==> src/rtl/immed_pkg.sv <==
// Shared constants and types for the pipelined immediate generator.
package immed_pkg;

    localparam int unsigned DATA_W_DEF = 32;
    localparam int unsigned IMM_W_DEF  = 16;
    localparam int unsigned OPC_W_DEF  = 6;

    localparam logic [5:0] OP_LI   = 6'b111000;
    localparam logic [5:0] OP_LUI  = 6'b111001;
    localparam logic [5:0] OP_ADDI = 6'b110000;
    localparam logic [5:0] OP_ANDI = 6'b110010;
    localparam logic [5:0] OP_ORI  = 6'b110011;
    localparam logic [5:0] OP_B    = 6'b111111;
    localparam logic [5:0] OP_BEQ  = 6'b000000;
    localparam logic [5:0] OP_BNE  = 6'b000001;
    localparam logic [5:0] OP_LB   = 6'b000011;
    localparam logic [5:0] OP_LW   = 6'b001111;
    localparam logic [5:0] OP_SW   = 6'b011111;

    typedef enum logic [1:0] {
        SEXT = 2'd0,
        ZEXT = 2'd1,
        HI16 = 2'd2,
        BR   = 2'd3
    } mode_t;

endpackage

==> src/rtl/immed_gen_pipe_if.sv <==
// Producer/consumer handshake bundle of the immediate generator.
interface immed_gen_pipe_if #(
    parameter int unsigned DATA_W = immed_pkg::DATA_W_DEF,
    parameter int unsigned IMM_W  = immed_pkg::IMM_W_DEF,
    parameter int unsigned OPC_W  = immed_pkg::OPC_W_DEF
);
    logic              In_valid;
    logic              In_ready;
    logic [OPC_W-1:0]  Opcode;
    logic [IMM_W-1:0]  Immed_in;
    logic              Out_valid;
    logic              Out_ready;
    logic [DATA_W-1:0] Immed_out;
    logic [DATA_W-1:0] Immed_outPC;
    logic              Illegal;

    // Decode-stage side: supplies instructions, consumes immediates.
    modport master (
        output In_valid, Opcode, Immed_in, Out_ready,
        input  In_ready, Out_valid, Immed_out, Immed_outPC, Illegal
    );

    // Generator side.
    modport slave (
        input  In_valid, Opcode, Immed_in, Out_ready,
        output In_ready, Out_valid, Immed_out, Immed_outPC, Illegal
    );
endinterface

==> src/rtl/immed_ext.sv <==
// Combinational opcode decode and immediate extension.
module immed_ext
    import immed_pkg::*;
#(
    parameter int unsigned DATA_W = DATA_W_DEF,
    parameter int unsigned IMM_W  = IMM_W_DEF,
    parameter int unsigned OPC_W  = OPC_W_DEF
) (
    input  logic [OPC_W-1:0]  opcode,
    input  logic [IMM_W-1:0]  immed_in,
    output logic [DATA_W-1:0] immed_out,
    output logic [DATA_W-1:0] immed_out_pc,
    output logic              illegal
);
    // lui lands at bit 16 when it fits, otherwise it is pushed to the top bits.
    localparam int unsigned HI_SH = (DATA_W >= IMM_W + 16) ? 16 : DATA_W - IMM_W;

    logic [DATA_W-1:0] sext;
    logic [DATA_W-1:0] zext;
    mode_t             mode;

    assign sext         = {{(DATA_W-IMM_W){immed_in[IMM_W-1]}}, immed_in};
    assign zext         = {{(DATA_W-IMM_W){1'b0}}, immed_in};
    assign immed_out_pc = sext << 2;

    // Opcode to extension mode; unknown opcodes fall back to sign extension.
    always_comb begin
        mode    = SEXT;
        illegal = 1'b0;
        case (opcode)
            OPC_W'(OP_ANDI), OPC_W'(OP_ORI):                    mode = ZEXT;
            OPC_W'(OP_LUI):                                     mode = HI16;
            OPC_W'(OP_B), OPC_W'(OP_BEQ), OPC_W'(OP_BNE):       mode = BR;
            OPC_W'(OP_LI), OPC_W'(OP_ADDI), OPC_W'(OP_LB),
            OPC_W'(OP_LW), OPC_W'(OP_SW):                       mode = SEXT;
            default:                                            illegal = 1'b1;
        endcase
    end

    // Select the ALU immediate for the decoded mode.
    always_comb begin
        immed_out = sext;
        case (mode)
            ZEXT:    immed_out = zext;
            HI16:    immed_out = zext << HI_SH;
            default: immed_out = sext;
        endcase
    end

endmodule

==> src/rtl/immed_gen_pipe.sv <==
// Registered immediate generator with a 2-entry skid buffer.
module immed_gen_pipe
    import immed_pkg::*;
#(
    parameter int unsigned DATA_W = DATA_W_DEF,
    parameter int unsigned IMM_W  = IMM_W_DEF,
    parameter int unsigned OPC_W  = OPC_W_DEF
) (
    input  logic             Clk,
    input  logic             Reset_n,
    input  logic             Flush,
    immed_gen_pipe_if.slave  bus
);
    localparam int unsigned DEPTH = 2;

    logic [DEPTH-1:0][DATA_W-1:0] imm_q, imm_d;
    logic [DEPTH-1:0][DATA_W-1:0] pc_q, pc_d;
    logic [DEPTH-1:0]             ill_q, ill_d;
    logic [1:0]                   count_q, count_d;
    logic                         valid_q, valid_d;
    logic                         ready_q, ready_d;
    logic                         push, pop, slot;
    logic [DATA_W-1:0]            new_imm, new_pc;
    logic                         new_ill;

    immed_ext #(
        .DATA_W (DATA_W),
        .IMM_W  (IMM_W),
        .OPC_W  (OPC_W)
    ) u_ext (
        .opcode       (bus.Opcode),
        .immed_in     (bus.Immed_in),
        .immed_out    (new_imm),
        .immed_out_pc (new_pc),
        .illegal      (new_ill)
    );

    assign push = bus.In_valid & ready_q;
    assign pop  = valid_q & bus.Out_ready;
    // Write slot is the post-pop occupancy; a push never happens while full.
    assign slot = count_q[1] | (count_q[0] & ~pop);

    // Next buffer contents: entry 0 is always the head.
    always_comb begin
        imm_d   = imm_q;
        pc_d    = pc_q;
        ill_d   = ill_q;
        count_d = count_q;
        if (Flush) begin
            count_d = 2'd0;
        end else begin
            if (pop && count_q == 2'd2) begin
                imm_d[0] = imm_q[1];
                pc_d[0]  = pc_q[1];
                ill_d[0] = ill_q[1];
            end
            if (push) begin
                imm_d[slot] = new_imm;
                pc_d[slot]  = new_pc;
                ill_d[slot] = new_ill;
            end
            count_d = count_q + 2'(push) - 2'(pop);
        end
        valid_d = (count_d != 2'd0);
        ready_d = (count_d < 2'd2);
    end

    // State and output registers.
    always_ff @(posedge Clk or negedge Reset_n) begin
        if (!Reset_n) begin
            imm_q   <= '0;
            pc_q    <= '0;
            ill_q   <= '0;
            count_q <= 2'd0;
            valid_q <= 1'b0;
            ready_q <= 1'b0;
        end else begin
            imm_q   <= imm_d;
            pc_q    <= pc_d;
            ill_q   <= ill_d;
            count_q <= count_d;
            valid_q <= valid_d;
            ready_q <= ready_d;
        end
    end

    assign bus.In_ready    = ready_q;
    assign bus.Out_valid   = valid_q;
    assign bus.Immed_out   = imm_q[0];
    assign bus.Immed_outPC = pc_q[0];
    assign bus.Illegal     = ill_q[0];

endmodule

==> src/flat_wrapper.sv <==
// flat-port wrapper written by rule: the top's interface ports become plain ports
module immed_gen_pipe_flat import immed_pkg::*;
#(
    parameter int unsigned DATA_W = DATA_W_DEF,
    parameter int unsigned IMM_W  = IMM_W_DEF,
    parameter int unsigned OPC_W  = OPC_W_DEF
)
  (Clk, Reset_n, Flush, bus_In_valid, bus_Opcode, bus_Immed_in, bus_Out_ready, bus_In_ready, bus_Out_valid, bus_Immed_out, bus_Immed_outPC, bus_Illegal);
  immed_gen_pipe_if #(.DATA_W(DATA_W), .IMM_W(IMM_W), .OPC_W(OPC_W)) bus_i ();
  input  logic Clk;
  input  logic Reset_n;
  input  logic Flush;
  input wire logic [$bits(bus_i.In_valid)-1:0] bus_In_valid;
  input wire logic [$bits(bus_i.Opcode)-1:0] bus_Opcode;
  input wire logic [$bits(bus_i.Immed_in)-1:0] bus_Immed_in;
  input wire logic [$bits(bus_i.Out_ready)-1:0] bus_Out_ready;
  output wire logic [$bits(bus_i.In_ready)-1:0] bus_In_ready;
  output wire logic [$bits(bus_i.Out_valid)-1:0] bus_Out_valid;
  output wire logic [$bits(bus_i.Immed_out)-1:0] bus_Immed_out;
  output wire logic [$bits(bus_i.Immed_outPC)-1:0] bus_Immed_outPC;
  output wire logic [$bits(bus_i.Illegal)-1:0] bus_Illegal;
  assign bus_i.In_valid = bus_In_valid;
  assign bus_i.Opcode = bus_Opcode;
  assign bus_i.Immed_in = bus_Immed_in;
  assign bus_i.Out_ready = bus_Out_ready;
  assign bus_In_ready = bus_i.In_ready;
  assign bus_Out_valid = bus_i.Out_valid;
  assign bus_Immed_out = bus_i.Immed_out;
  assign bus_Immed_outPC = bus_i.Immed_outPC;
  assign bus_Illegal = bus_i.Illegal;
  immed_gen_pipe #(.DATA_W(DATA_W), .IMM_W(IMM_W), .OPC_W(OPC_W)) u_core (.Clk(Clk), .Reset_n(Reset_n), .Flush(Flush), .bus(bus_i));
endmodule
==> config.mk <==
export PLATFORM = sky130hd
export DESIGN_NAME = immed_gen_pipe_flat
export DESIGN_NICKNAME = d
export VERILOG_FILES = /design/src/rtl/immed_pkg.sv /design/src/rtl/immed_gen_pipe_if.sv /design/src/rtl/immed_ext.sv /design/src/rtl/immed_gen_pipe.sv /design/src/flat_wrapper.sv
export SDC_FILE = /design/constraint.sdc
export NUM_CORES = 1
export LEC_CHECK = 0
export ABC_CLOCK_PERIOD_IN_PS = 1450
export CORE_MARGIN = 2
export CORE_UTILIZATION = 44
export DETAILED_ROUTE_END_ITERATION = 7
export PLACE_DENSITY = 0.71
export SETUP_SLACK_MARGIN = 0.05
export SLEW_MARGIN = 20
export SYNTH_ARGS = -nofsm -noshare
export SYNTH_HDL_FRONTEND = slang
export SYNTH_SLANG_ARGS = --single-unit
export TNS_END_PERCENT = 5
==> constraint.sdc <==
create_clock -name Clk -period 1.45 [get_ports Clk]
set_input_delay 0.29 -clock Clk [delete_from_list [all_inputs] [get_ports Clk]]
set_output_delay 0.29 -clock Clk [all_outputs]
set_load 0.05 [all_outputs]
==> flow_metrics.tcl, run 1 <==
set metrics [dict create \
    place_congestion 0.8395 \
    cts_buffers 17 \
    vdd_drop_max_mv 1.459 \
    status "complete, but fails checks" \
    final_area_sq_mm 0.008185 \
    fp.dieH_um 116.0 \
    cp.arrival_ps 2250 \
    placed_area_sq_mm 0.007124 \
    drive_above_1_share_pct 33.49 \
    area_growth_pct 48.41 \
    dpl.hpwl_mm 9.155 \
    grt_max_degree 81 \
    syn_area_sq_mm 0.005515 \
    dieArea_sq_mm 0.01345 \
    die_x_um 116.0 \
    antenna_cells 0 \
    ioPinCount 94 \
    avgSynthCellArea_sq_um 9.866 \
    finalHoldViolations 0 \
    h-tree-depth 4 \
    nNetsFinal 655 \
    maxCapViolCount 0 \
    grt_pass1_wl_mm 23.46 \
    clkLatencyLatePin_ps 420 \
    slew-limit-headroom_pct 62.36 \
    cts_tree "done" \
    start_kind "primary input" \
    worstSetupPathType "primary input to register" \
    clk_path_buf_depth 2 \
    syn_inst 559 \
    power_uw 20950 \
    r2r_setup_slack_ps -260 \
    rr_startpoint "u_core.bus.Out_valid" \
    cp.required_ps 1740 \
    synth_edf_count 0 \
    dr.pass1.iters 5 \
    syn-num-nets 591 \
    dr.first_iter.drc_count 388 \
    min_period_ps 1959 \
    core_area_sq_mm 0.01211 \
    ys_seq_area_share_pct 53.54 \
    fin_ws_ps -509.2 \
    path_max_fanout 7 \
    cts_root_buf "clkbuf_16" \
    grt_usage_pct 23.00 \
    cellLeakagePower_uw 0.003596 \
    ff2ff_path_depth 7 \
    setup_viol 117 \
    wirelength_mm 14.90 \
    drtAntennaViolNets 0 \
    period_share_pct 135.1 \
    num_rows 40 \
    endpoint "u_core.bus.Immed_out[18]" \
    slew_viol_final 0 \
    synth_warnings 0 \
    startpoint "bus_Opcode[5]" \
    synth_ff_type "dfrtp_1" \
    grt-ovfl-total 0 \
    worst_pin_slew_ps 550.4 \
    max_freq_ghz 0.5104 \
    numPortBuffers 93 \
    end_kind "register" \
    cts.clk_slew.worst_paths_ps 60 \
    nFillCells 842 \
    hold_path.class "primary input to register" \
    dr_total_vias 4432 \
    clock_skew_ps 14.17 \
    synth_seq_cells 118 \
    violations "setup timing" \
    drc 0 \
    wl_per_cell_um 18.53 \
    grt_pass1_vias 4582 \
    synthDistinctLibCells 31 \
    start_util_pct 45.54 \
    postSynth.asyncResetShare_pct 100.0 \
    cts_sinks 118 \
    grt_antenna_before_repair 0 \
    via_per_inst 5.512 \
    rsz0062_at_grt "yes" \
    worstReg2RegEnd "u_core.bus.Immed_out[7]" \
    powerDensity_mw_per_mm2 2559 \
]
## synthesized netlist by cell type (5+ instances only)
cell	instances	area share [%]
dfrtp_1	118	54
clkbuf_1	18	1.2
ha_1	5	1.1
a21oi_1	48	4.4
nor2b_1	5	0.57
o21a_1	17	2.3
buf_4	69	9.4
o21ai_1	32	2.9
o22a_1	62	9.8
inv_1	9	0.61
nand2_1	100	6.8
nor2_1	34	2.3
buf_2	16	1.5
## final cells by class
| type | count | area (sq um) | area share (%) |
|---|---|---|---|
| flip-flops and latches | 118 | 2953 | 36.07 |
| well taps | 168 | 210.2 | 2.568 |
| clock inverters | 15 | 166.4 | 2.033 |
| repair buffers | 147 | 2158 | 26.37 |
| multi-input cells | 330 | 2238 | 27.35 |
| inverters | 9 | 33.78 | 0.4127 |
| clock buffers | 17 | 425.4 | 5.197 |
## cells in the final DEF (no fill, tap or decap), drive strengths merged, types with 3 or more instances in the layout
master,Yosys,routed
dlygate4sd2,0,3
a21oi,48,48
clkbuf,18,17
nand2,100,100
o21ai,34,34
o22a,62,62
inv,9,14
o21a,17,17
ha,5,5
buf,85,125
clkdlybuf4s50,0,18
nor3,3,3
dfrtp,118,118
clkinvlp,0,3
nor2,34,34
clkinv,0,5
nor2b,5,5
## repair_timing
| item | 4_1_cts | 5_1_grt |
|---|---|---|
| hold buffers | 1 | 0 |
| gates resized for setup | 85 | 22 |
| hold endpoints to repair | 118 | 0 |
| setup endpoints to repair | 118 | 119 |
| setup buffers | 1 | 2 |
| gates cloned | 2 | 1 |
| pin swaps | 29 | 14 |
## how the worst min path moves through the flow
stage	from	end	slack, ps	cells after the start
floorplan	Reset_n	u_core.bus.Immed_outPC[0]	-6	0
global placement	Reset_n	u_core.pc_q[38]	340	2
detailed placement	Reset_n	u_core.pc_q[38]	350	2
CTS	Flush	u_core.count_q[0]	350	3
global route	Flush	u_core.count_q[0]	360	3
finish	Flush	u_core.count_q[0]	360	3
## where the power goes
group | switching, uW | internal (uW)
clock | 1630 | 2560
combinational | 5320 | 5140
sequential | 1480 | 4820
total | 8430 | 12500
## logic make-up after synthesis
kind of cell | after synthesis | share of synthesized area [%]
multiplexers | 1 | 0.2042
AO/OA/AOI/OAI | 169 | 20.85
adder cells (fa/ha/maj) | 5 | 1.134
AND/OR/NAND/NOR | 152 | 11.28
flip-flops | 118 | 53.54
XOR/XNOR | 2 | 0.3177
buffers and inverters | 112 | 12.68
## state kept, by name, summed over array words and instances, names as in the netlist
signal / count
u_core.bus.In_ready: 1
u_core.count_q: 2
u_core.bus.Immed_outPC: 32
u_core.ill_q: 2
u_core.bus.Immed_out: 32
u_core.pc_q: 16
u_core.imm_q: 32
u_core.bus.Out_valid: 1
## layer usage
layer	track usage (%)	up-vias	part of all wire [%]
met4	8.889	0	2.5
met3	6.015	27	6.1
li1	-	1984	-
met5	0	-	0
met2	38.87	196	51
met1	28.41	2225	40
## metrics by stage
step / util, % / hold WS [ps] / std cells / setup WS, ps / TNS, ps
5_1_grt: 67.58 / 360.7 / 804 / -538.9 / -40290
6_report: 67.58 / 359.7 / 804 / -509.2 / -34250
3_5_place_dp: 58.82 / 350.8 / 765 / -1404 / -116790
4_1_cts: 66.71 / 352.9 / 801 / -478.2 / -34670
2_1_floorplan: - / -5.591 / 559 / -897.2 / -73010
3_3_place_gp: 58.82 / 342.7 / 765 / -1386 / -112450
## worst max-delay path, stage by stage
cell	delay, ps
buf_6	90
or3_4	380
o21a_1	110
o32a_1	330
ha_4	270
and2_4	200
buf_16	160
a21oi_4	140
a21oi_2	90
o22a_1	200
No activity file was read; power rests on OpenSTA's default activity.
==> inputs of run 2 (changes only) <==
--- a/config.mk
+++ b/config.mk
@@ -9,9 +9,9 @@
 export CORE_MARGIN = 2
 export CORE_UTILIZATION = 44
 export DETAILED_ROUTE_END_ITERATION = 7
-export PLACE_DENSITY = 0.71
+export PLACE_DENSITY = 0.73
 export SETUP_SLACK_MARGIN = 0.05
-export SLEW_MARGIN = 20
+export SLEW_MARGIN = 10
 export SYNTH_ARGS = -nofsm -noshare
 export SYNTH_HDL_FRONTEND = slang
 export SYNTH_SLANG_ARGS = --single-unit
==> flow_metrics.tcl, run 2 (synthesis gave the netlist of run 1 again) <==
set metrics [dict create \
    cts_buffers 17 \
    end_kind "register" \
    cp_cell_sequence "buf_6 > or3_4 > o21a_1 > o32a_1 > ha_4 > nor2b_4 > buf_12 > a21oi_4 > a21oi_2 > o22a_1" \
    cts_tree "done" \
    slew-limit-headroom_pct 71.07 \
    startpoint "bus_Opcode[5]" \
    place_congestion 0.8297 \
    num_rows 40 \
    hp-start "Flush" \
    fp.dieH_um 116.0 \
    slew_viol_final 0 \
    start_util_pct 45.54 \
    fin_ws_ps -527.8 \
    worst_pin_slew_ps 423.0 \
    grt-ovfl-total 0 \
    min_period_ps 1978 \
    whs_path_depth 3 \
    fin_tns_setup_ps -31640 \
    crit_cells 10 \
    worstSetupPathType "primary input to register" \
    maxCapViolCount 0 \
    rsz0062_at_grt "yes" \
    dieArea_sq_mm 0.01345 \
    cts_sinks 118 \
    vdd_drop_max_mv 1.335 \
    max_freq_ghz 0.5056 \
    status "complete, but fails checks" \
    cp.arrival_ps 2330 \
    cts_root_buf "clkbuf_16" \
    numPortBuffers 93 \
    cp.required_ps 1800 \
    setup_viol 116 \
    grt_max_degree 81 \
    wl_per_cell_um 18.47 \
    dr.first_iter.drc_count 304 \
    cts.clk_slew.worst_paths_ps 50 \
    slowest_delay_ps 380 \
    period_share_pct 136.4 \
    die_x_um 116.0 \
    final_area_sq_mm 0.008254 \
    start_kind "primary input" \
    clkLatencyLatePin_ps 410 \
    whs_ps 264.5 \
    cellLeakagePower_uw 0.003637 \
    place_ws_ps -1465 \
    drive_above_1_share_pct 33.65 \
    dr_total_vias 4442 \
    drc 0 \
    dpl.hpwl_mm 9.152 \
    rr_startpoint "u_core.bus.Out_valid" \
    drtAntennaViolNets 0 \
    crit_path_top_delay_cell "or3_4" \
    path_max_fanout 8 \
    powerDensity_mw_per_mm2 2602 \
    h-tree-depth 4 \
    grt_pass1_vias 4545 \
    nNetsFinal 650 \
    power_uw 21480 \
    finalHoldViolations 0 \
    area_growth_pct 49.66 \
    cp_num_buf_inv 2 \
    final_cell_mix "117 x dfrtp_1, 88 x nand2_1, 78 x buf_12, 62 x o22a_1, 34 x nor2_1" \
    via_per_inst 5.566 \
    crit_family "compound AO/OA/AOI/OAI gates" \
    placed_area_sq_mm 0.007089 \
    grt_pass1_wl_mm 23.60 \
    clock_skew_ps 4.366 \
    grt_antenna_before_repair 0 \
    final_common_cell "dfrtp_1" \
    wirelength_mm 14.74 \
    dr.pass1.iters 5 \
    grt_usage_pct 23.23 \
    clk_path_buf_depth 2 \
    antenna_cells 0 \
    ioPinCount 94 \
    core_area_sq_mm 0.01211 \
    hold_path.class "primary input to register" \
    ff2ff_path_depth 8 \
    violations "setup timing" \
]
-- run 2: power breakdown --
part           total, uW  switching, uW  internal, uW
Clock               4830           1440          3390
Combinational      10300           5250          5100
Sequential          6300           1470          4830
Total              21500           8160         13300
-- run 2: final timing paths --
check	slack, ps	endpoint
hold reg to reg	480	u_core.pc_q[42]
setup / recovery	-530	u_core.bus.Immed_out[29]
max in group asynchronous	540	u_core.bus.Immed_out[25]
min in group asynchronous	350	u_core.pc_q[43]
hold / removal	260	u_core.count_q[0]
setup reg to reg	-270	u_core.imm_q[33]
-- run 2: repair_timing --
item,4_1_cts,5_1_grt
hold buffers,1,0
buffers inserted,6,0
resized for setup,94,17
cloned,3,0
pin swaps,62,11
hold endpoints to repair,22,0
endpoints found under the setup margin,118,118
-- run 2: final cells by class --
class,count,area [sq um]
inverter,9,33.78
tap,168,210.2
clock buffer,23,488.0
multi-input combinational,331,2266
sequential,118,2954
fill,837,3857
timing repair buffer,141,2110
clock inverter,8,192.7
-- run 2: worst register-to-register path: stages, from the launching register on --
cell and delay (ps):
dfrtp_1 380, nand2_2 100, ha_4 140, buf_4 110, nor2_1 40, or3_4 340
buf_12 210, nand2_1 180, o21ai_1 80
-- run 2: layer usage --
layer | global-route usage (%) | up-vias | wire, um
li1 | - | 1979 | -
met2 | 37.70 | 213 | 7323
met5 | 0 | - | 0
met4 | 11.98 | 0 | 466
met3 | 5.335 | 39 | 975
met1 | 29.24 | 2211 | 5972
-- run 2: stage by stage --
step	std cells	util, %
6_report	798	68.15
5_1_grt	798	68.15
4_1_cts	798	67.61
3_5_place_dp	757	58.53
3_3_place_gp	757	58.53
2_1_floorplan	559	-
==> inputs of run 3 (changes only) <==
--- a/config.mk
+++ b/config.mk
@@ -5,11 +5,11 @@
 export SDC_FILE = /design/constraint.sdc
 export NUM_CORES = 1
 export LEC_CHECK = 0
-export ABC_CLOCK_PERIOD_IN_PS = 1450
+export ABC_CLOCK_PERIOD_IN_PS = 2000
 export CORE_MARGIN = 2
 export CORE_UTILIZATION = 44
 export DETAILED_ROUTE_END_ITERATION = 7
-export PLACE_DENSITY = 0.73
+export PLACE_DENSITY = 0.7
 export SETUP_SLACK_MARGIN = 0.05
 export SLEW_MARGIN = 10
 export SYNTH_ARGS = -nofsm -noshare
==> constraint.sdc (replaced) <==
create_clock -name Clk -period 2 [get_ports Clk]
set_input_delay 0.4 -clock Clk [delete_from_list [all_inputs] [get_ports Clk]]
set_output_delay 0.4 -clock Clk [all_outputs]
set_load 0.05 [all_outputs]
==> flow_metrics.tcl, run 3 (synthesis gave the netlist of run 1 again) <==
set metrics [dict create \
    status "complete, but fails checks" \
    violations "setup timing" \
    nFillCells 988 \
    fin_ws_ps -74.90 \
    final_common_cell "dfrtp_1" \
    powerDensity_mw_per_mm2 1737 \
    ioPinCount 94 \
    final_area_sq_mm 0.007362 \
    rsz0062_at_grt "yes" \
    placed_area_sq_mm 0.006416 \
    cts_buffers 17 \
    cp.required_ps 2290 \
    path_max_fanout 8 \
    slew_viol_final 0 \
    maxCapViolCount 0 \
    grt_pass1_vias 4490 \
    drive_above_1_share_pct 26.15 \
    crit_path_top_delay_cell "or3_4" \
    grt_usage_pct 22.26 \
    slowest_delay_ps 370 \
    worstSetupPathType "primary input to register" \
    cellLeakagePower_uw 0.003272 \
    dr.first_iter.drc_count 325 \
    clock_skew_ps 7.439 \
    crit_family "compound AO/OA/AOI/OAI gates" \
    grt_max_degree 66 \
    wl_per_cell_um 17.75 \
    setup_viol 33 \
    start_kind "primary input" \
    start_util_pct 45.54 \
    antenna_cells 0 \
    final_cell_mix "118 x dfrtp_1, 100 x nand2_1, 62 x o22a_1, 59 x buf_4, 49 x dlygate4sd2_1" \
    h-tree-depth 4 \
    max_freq_ghz 0.4820 \
    cts_sinks 118 \
    numPortBuffers 93 \
    fp.dieH_um 116.0 \
    grt-ovfl-total 0 \
    cts.clk_slew.worst_paths_ps 50 \
    dr.pass1.iters 5 \
    clkLatencyLatePin_ps 410 \
    end_kind "register" \
    cp_cell_sequence "buf_6 > or3_4 > o21a_1 > o32a_1 > ha_4 > and2_4 > buf_12 > a21oi_4 > a21oi_2 > o22a_1" \
    highest_layer "met4" \
    clk_path_buf_depth 2 \
    num_rows 40 \
    whs_ps 463.8 \
    grt_pass1_wl_mm 22.86 \
    wl_met1_mm 6.131 \
    slew-limit-headroom_pct 65.74 \
    cts_tree "done" \
    cts_root_buf "clkbuf_16" \
    period_share_pct 103.7 \
    worst_pin_slew_ps 515.9 \
    drtAntennaViolNets 0 \
    finalHoldViolations 0 \
    nNetsFinal 652 \
    area_growth_pct 33.48 \
    cp.arrival_ps 2360 \
    dieArea_sq_mm 0.01345 \
    core_area_sq_mm 0.01211 \
    via_per_inst 5.429 \
    hold_path.class "primary input to async pin" \
    wirelength_mm 14.18 \
    wl_met2_mm 6.997 \
    die_x_um 116.0 \
    cp_num_buf_inv 2 \
    grt_antenna_before_repair 0 \
    min_period_ps 2075 \
    place_congestion 0.8200 \
    dr_total_vias 4338 \
    wl_met3_um 912 \
    dpl.hpwl_mm 8.802 \
    drc 0 \
    vdd_drop_max_mv 0.8529 \
]
## run 3: changes by cell type in the layout (fill, tap and decap cells not counted), sizes merged
cell,change
clkinv,+1
buf,-43
dlygate4sd2,+46
clkbuf,+5
bufinv,-5
dlymetal6s2s,-1
and2,-1
or2,-1
clkinvlp,-1
clkdlybuf4s50,+1
## run 3: worst register-to-register path, stage by stage (launching register included)
cell and delay, ps:
dfrtp_1 360, nand2_1 80, ha_1 220, nand4bb_2 320, buf_4 250, o22a_1 230, o22a_1 180
## run 3: worst paths after layout
check                                     startpoint                    endpoint  slack [ps]  cells past startpoint
worst max register to register  u_core.bus.Out_valid  u_core.bus.Immed_outPC[13]         240                      6
min in group Clk                     u_core.pc_q[62]             u_core.pc_q[62]         470                      2
worst min register to register       u_core.pc_q[62]             u_core.pc_q[62]         470                      2
worst min-delay path                         Reset_n             u_core.pc_q[42]         460                      2
max in group asynchronous                    Reset_n  u_core.bus.Immed_outPC[31]         910                      3
worst max-delay path                   bus_Opcode[5]    u_core.bus.Immed_out[20]         -70                     10
## run 3: timing repair
item                                    CTS  global route
hold buffers                              1             0
pin swaps                                21            14
endpoints found under the hold margin    26             0
endpoints found under the setup margin  110            74
resized for setup                       115            26
cloned                                    2             0
setup buffers                             4             0
## run 3: layout make-up
class / count / area [sq um] / area share [%]
repair buffers: 145 / 1370 / 18.61
multi-input cells: 329 / 2232 / 30.32
clock inverters: 3 / 40.04 / 0.5438
clock buffers: 27 / 523.0 / 7.104
flip-flops and latches: 118 / 2953 / 40.11
well taps: 168 / 210.2 / 2.855
inverters: 9 / 33.78 / 0.4589
## run 3: where the power goes
| group | switching [uW] | internal [uW] | total, uW | leakage (uW) |
|---|---|---|---|---|
| logic | 3810 | 1950 | 5760 | 0.00161 |
| clock network | 986 | 1890 | 2870 | 0.000279 |
| registers | 657 | 3500 | 4160 | 0.00139 |
| total | 5450 | 7330 | 12800 | 0.00327 |
## run 3: stage by stage
step | util, % | std cells | total power, uW | TNS, ps | setup slack (ps)
after global placement | 52.98 | 762 | 9864 | -66070 | -970.9
after detailed placement | 52.98 | 762 | 10040 | -70620 | -1034
after global routing | 60.79 | 799 | 13410 | -3651 | -150.9
after floorplan | - | 559 | 8903 | -20110 | -457.2
after CTS | 60.03 | 799 | 12740 | -1272 | -86.89
final | 60.79 | 799 | 12790 | -1040 | -74.90
## run 3: per-layer routing
layer | vias to the layer above | global-route usage, %
met3 | 12 | 6.433
met5 | - | 0
met2 | 167 | 36.02
met4 | 0 | 6.587
li1 | 1983 | -
met1 | 2176 | 29.32
